File: src/rtl/acc_drain.sv
// acc_drain: snapshots a PE row's accumulators, clears them, and streams them out one per beat
module acc_drain #(
  parameter int N_PE  = 8,
  parameter int ACC_W = 32,
  localparam int IDX_W = (N_PE > 1) ? $clog2(N_PE) : 1
) (
  input  logic                    clk,
  input  logic                    rst,
  input  logic [N_PE*ACC_W-1:0]   acc_in,
  input  logic                    drain_start,
  output logic                    pe_clr,
  output logic                    m_valid,
  input  logic                    m_ready,
  output logic signed [ACC_W-1:0] m_data,
  output logic [IDX_W-1:0]        m_idx,
  output logic                    m_last,
  output logic                    busy,
  output logic                    done,
  output logic                    err_overrun
);
  localparam logic [IDX_W-1:0] LAST = IDX_W'(N_PE - 1);
  typedef enum logic {IDLE, SEND} state_t;
  state_t                  state_q;
  logic signed [ACC_W-1:0] snap_q [N_PE];
  logic [IDX_W-1:0]        idx_q, idx_d;
  logic signed [ACC_W-1:0] data_q;
  logic                    clr_q, valid_q, last_q, busy_q, done_q, err_q;
  // index of the beat that follows the current one
  always_comb idx_d = idx_q + 1'b1;
  // drain FSM: capture on start, then one beat per handshake; every output is a register
  always_ff @(posedge clk or posedge rst) begin
    if (rst) begin
      state_q <= IDLE;
      for (int i = 0; i < N_PE; i++) snap_q[i] <= '0;
      idx_q   <= '0;
      data_q  <= '0;
      clr_q   <= 1'b0;
      valid_q <= 1'b0;
      last_q  <= 1'b0;
      busy_q  <= 1'b0;
      done_q  <= 1'b0;
      err_q   <= 1'b0;
    end else begin
      clr_q  <= 1'b0;
      done_q <= 1'b0;
      if (state_q == IDLE) begin
        if (drain_start) begin
          for (int i = 0; i < N_PE; i++) snap_q[i] <= acc_in[i*ACC_W +: ACC_W];
          state_q <= SEND;
          idx_q   <= '0;
          data_q  <= acc_in[0 +: ACC_W];
          last_q  <= (N_PE == 1);
          clr_q   <= 1'b1;
          valid_q <= 1'b1;
          busy_q  <= 1'b1;
        end
      end else begin
        if (drain_start) err_q <= 1'b1;
        if (m_ready) begin
          if (idx_q == LAST) begin
            state_q <= IDLE;
            valid_q <= 1'b0;
            last_q  <= 1'b0;
            busy_q  <= 1'b0;
            done_q  <= 1'b1;
          end else begin
            idx_q  <= idx_d;
            data_q <= snap_q[idx_d];
            last_q <= (idx_d == LAST);
          end
        end
      end
    end
  end
  assign pe_clr      = clr_q;
  assign m_valid     = valid_q;
  assign m_data      = data_q;
  assign m_idx       = idx_q;
  assign m_last      = last_q;
  assign busy        = busy_q;
  assign done        = done_q;
  assign err_overrun = err_q;
endmodule
File: config.mk
export PLATFORM = sky130hd
export DESIGN_NAME = acc_drain
export DESIGN_NICKNAME = d
export VERILOG_FILES = /design/src/rtl/acc_drain.sv
export SDC_FILE = /design/constraint.sdc
export NUM_CORES = 1
export LEC_CHECK = 0
export BUFFER_PORTS_ARGS = -buffer_cell sky130_fd_sc_hd__buf_2
export CORE_ASPECT_RATIO = 0.75
export CORE_MARGIN = 4
export CORE_UTILIZATION = 59
export DETAILED_ROUTE_END_ITERATION = 6
export GPL_TIMING_DRIVEN = 1
export MAX_ROUTING_LAYER = met4
export PLACE_DENSITY = 0.85
export SKIP_CTS_REPAIR_TIMING = 1
export SLEW_MARGIN = 15
export SYNTH_ARGS = -nofsm -noshare
export SYNTH_HDL_FRONTEND = slang
export SYNTH_SLANG_ARGS = --single-unit
File: constraint.sdc
create_clock -name clk -period 21.7 [get_ports clk]
set_clock_uncertainty 0.05 [all_clocks]
set_input_delay 2.17 -clock clk [delete_from_list [all_inputs] [get_ports clk]]
set_output_delay 2.17 -clock clk [all_outputs]
set_load 0.02 [all_outputs]
==> results.txt <==
----------------------------------------------------
[Floorplanning]
  Die height ... 138 µm
  Initial cell density of the core ... 0.602
  Die Footprint ... 25100 µm²
  Die extent in x ... 182 µm
  Row cnt ... 47
  Core Footprint ... 22200 µm²
  Top Ports ... 301

[Timing]
  Ratio of final minimum period to clock period ... 0.211
  FMAX ... 0.218 GHz
  Worst slew margin relative to its limit ... 0.303
  Least-Margin Pin Slew ... 1.04 ns
  Final period demand of the worst path ... 4.59 ns
  Count of final max-slew check failures ... 0
  Finish-stage setup viols ... 0
  Worst hold slack after final layout ... 0.417 ns
  Unrepaired setup endpoints after global routing ... false
  Hold violation total from the final report ... 0
  Setup TNS ... 0 ns

[Global route]
  Number of antenna violations at the first check in global routing ... 1
  Global-route wire length before repair ... 58.5 mm
  Global router's overall resource usage ... 0.292
  Maximum number of pins on one net before global-route repair ... 146
  Via count of the first global-routing pass ... 11.4k
  Total grt overflow ... 0

[Yosys]
  Post-synthesis sequential area ratio ... 0.557
  Adder and majority cell fraction of the synthesized area ... 0.00375
  Number of enable flip-flop cells after synthesis ... 0
  Largest family of logic cells by synthesized area ... simple AND/OR/NAND/NOR gates
  Post-synthesis mux area share ... 0.0962
  Summed instance area of the synthesized netlist ... 13300 µm²
  YS warnings ... 0
  Number of distinct library cells after synthesis ... 30
  Area share of xor/xnor cells in the synthesized design ... 0
  Average size of a mapped cell ... 8.79 µm²
  Simple-Gate Fraction of Synth Area ... 0.237
  Gate Count Post-Synth ... 1519
  Share of flip-flops with an asynchronous set or reset after synthesis ... 1.00
  Register bit count reported by yosys ... 297
  Number of nets produced by synthesis ... 1783
  Most used DFF post-synth ... dfrtp_1
  Synthesized-area fraction occupied by ao, oa, aoi and oai cells ... 0.0577

[Worst setup path]
  Master of the slowest instance on the critical path ... buf_4
  Crit-path max FO ... 95
  Crit path capture type ... register
  Slowest Stage Delay on Critical Path ... 0.80 ns
  Critical path arrival ... 5.01 ns
  Kind of start point of the critical path ... input port
  Worst R2R Setup Slack ... 17.83 ns
  Crit Path Class ... input port to register
  Most used cell, CP ... buf_4
  Cell chain of the critical path ... buf_2, nand2b_4, buf_4, buf_4, o21ai_0, o311ai_0, o22a_1
  Required time of the worst setup path ... 22.12 ns

[Detailed routing]
  Post-DR wirelength/cell ... 17.6 µm
  Number of vias per cell after detailed routing ... 5.48
  Post-route antenna net violation count ... 0
  Routed vias ... 11.4k
  Detailed-route DRC error count ... 0
  Number of search-and-repair iterations in the first detailed-routing pass ... 5
  Number of DRC markers after the initial detailed-route iteration ... 1083
  DRT Wirelength ... 36.6 mm

[CTS]
  Max Root-Sink Buffers ... 3
  Clock tree root buffer cell ... clkbuf_16
  Clk Latency, worst-skew pair ... 0.53 ns
  Clock Pin Slew Worst Setup and Hold Paths ... 0.07 ns
  Clock net sink count ... 297
  Clock tree from TritonCTS ... done
  CTS buffer count ... 29
  Level count of the clock H-tree ... 1

[Power and ir drop]
  Total power after layout ... 2460 µW
  Internal ... 1520 µW
  Worst vdd rail ir drop ... 105 µV
  Seq pwr share ... 0.405
  Clock group share of total power ... 0.216
  Fraction of power consumed by combinational cells ... 0.378
  Power density of the placed cells ... 155 nW/µm²
  Net Switching ... 944 µW
  Leakage ... 0.00866 µW
  Fraction of power spent switching nets ... 0.383

[Cells and area]
  Filler Cell Count ... 1635
  Area used by multi-input combinational logic ... 5290 µm²
  Cell Count, Final, Fillers Out ... 2081
  Leading cell types in the layout, fill and taps excluded ... nand2_1, buf_2, dfrtp_1
  Final standard cell utilization of the core ... 0.715
  Most common library cell in the layout ignoring fill and taps ... nand2_1
  Area occupied by registers ... 7440 µm²
  Layout Nets ... 2029
  Share of post-route cells with drive strength above 1 ... 0.208
  Area growth syn-to-layout ... 18.8%

[Placement]
  Routability cong. ... 0.840
  Total of buffers placed on input and output ports ... 300
  Estimated wirelength of the detail-placed design ... 23.3 mm
  Instance count after placement with tap cells included ... 2028

[Outcome]
  Run status ... completed

[Flow run]
  Max-cap violations ... 0

[Min path]
  Worst min-delay path category ... register to register

----------------------------------------------------
==> worst paths after layout <==
check / endpoint / from / depth (start not counted)
min: err_overrun / err_overrun / 1
max: m_data[31] / drain_start / 7
max reg2reg: m_data[31] / state_q / 7
min in group asynchronous: snap_q[62] / rst / 2
max in group asynchronous: snap_q[197] / rst / 3
min reg2reg: err_overrun / err_overrun / 1
==> flip-flops by register name, indices dropped and copies added (netlist names) <==
signal       cells
m_data          32
m_last           1
err_overrun      1
m_idx            3
state_q          1
snap_q         256
pe_clr           1
done             1
busy             1
==> stage by stage <==
step / setup slack [ns] / area (µm²)
2_1_floorplan: 11.28 / 13300
3_3_place_gp: 16.75 / 14800
3_5_place_dp: 16.69 / 14800
4_1_cts: 17.20 / 15900
5_1_grt: 16.92 / 15900
6_report: 17.11 / 15900
==> per-layer routing <==
layer  global-route usage  up-vias  share of wire
met1                0.410     5455           0.43
li1                     -     5353              -
met5                    -        -              0
met4               0.0817        0          0.028
met3               0.0512       82          0.078
met2                0.446      516           0.47
==> synthesized netlist by cell type, types with 4 or more instances <==
library cell / n / area share
a21oi_1: 32 / 0.012
buf_1: 7 / 0.0020
buf_2: 43 / 0.016
buf_4: 16 / 0.0090
buf_6: 4 / 0.0034
clkbuf_1: 28 / 0.0079
dfrtp_1: 297 / 0.56
ha_1: 4 / 0.0038
inv_1: 34 / 0.0096
mux2i_1: 126 / 0.094
nand2_1: 714 / 0.20
nor2_1: 66 / 0.019
nor3_1: 31 / 0.012
o21ai_0: 36 / 0.013
o22ai_1: 62 / 0.029
==> cells by family after synthesis <==
kind of cell / Yosys count
AND/OR/NAND/NOR: 823
adder cells (fa/ha/maj): 4
AO/OA/AOI/OAI: 135
multiplexers: 127
flip-flops: 297
buffers and inverters: 133
==> power by group through the flow <==
stage          combinational [µW]  sequential, µW  clock [µW]
3_5_place_dp                  922             996           0
6_report                      931             998         533
2_1_floorplan                 664             991           0
5_1_grt                      1030            1020         564
4_1_cts                       931             992         540
3_3_place_gp                  886             983           0
==> worst max-delay path, delay by kind of cell <==
kind,cells,cell delay [ns]
buf+inv,3,1.63
compound gates,3,0.55
simple gates,1,0.52
==> layout make-up <==
cell class | count | share of cell area
Sequential cell | 297 | 0.469
Multi-Input combinational cell | 1089 | 0.333
Timing Repair Buffer | 313 | 0.101
Clock buffer | 39 | 0.0532
Tap cell | 294 | 0.0232
Clock inverter | 13 | 0.0109
Inverter | 35 | 0.00908
Antenna cell | 1 | 0.000158
(Power assumes the default switching activity.)
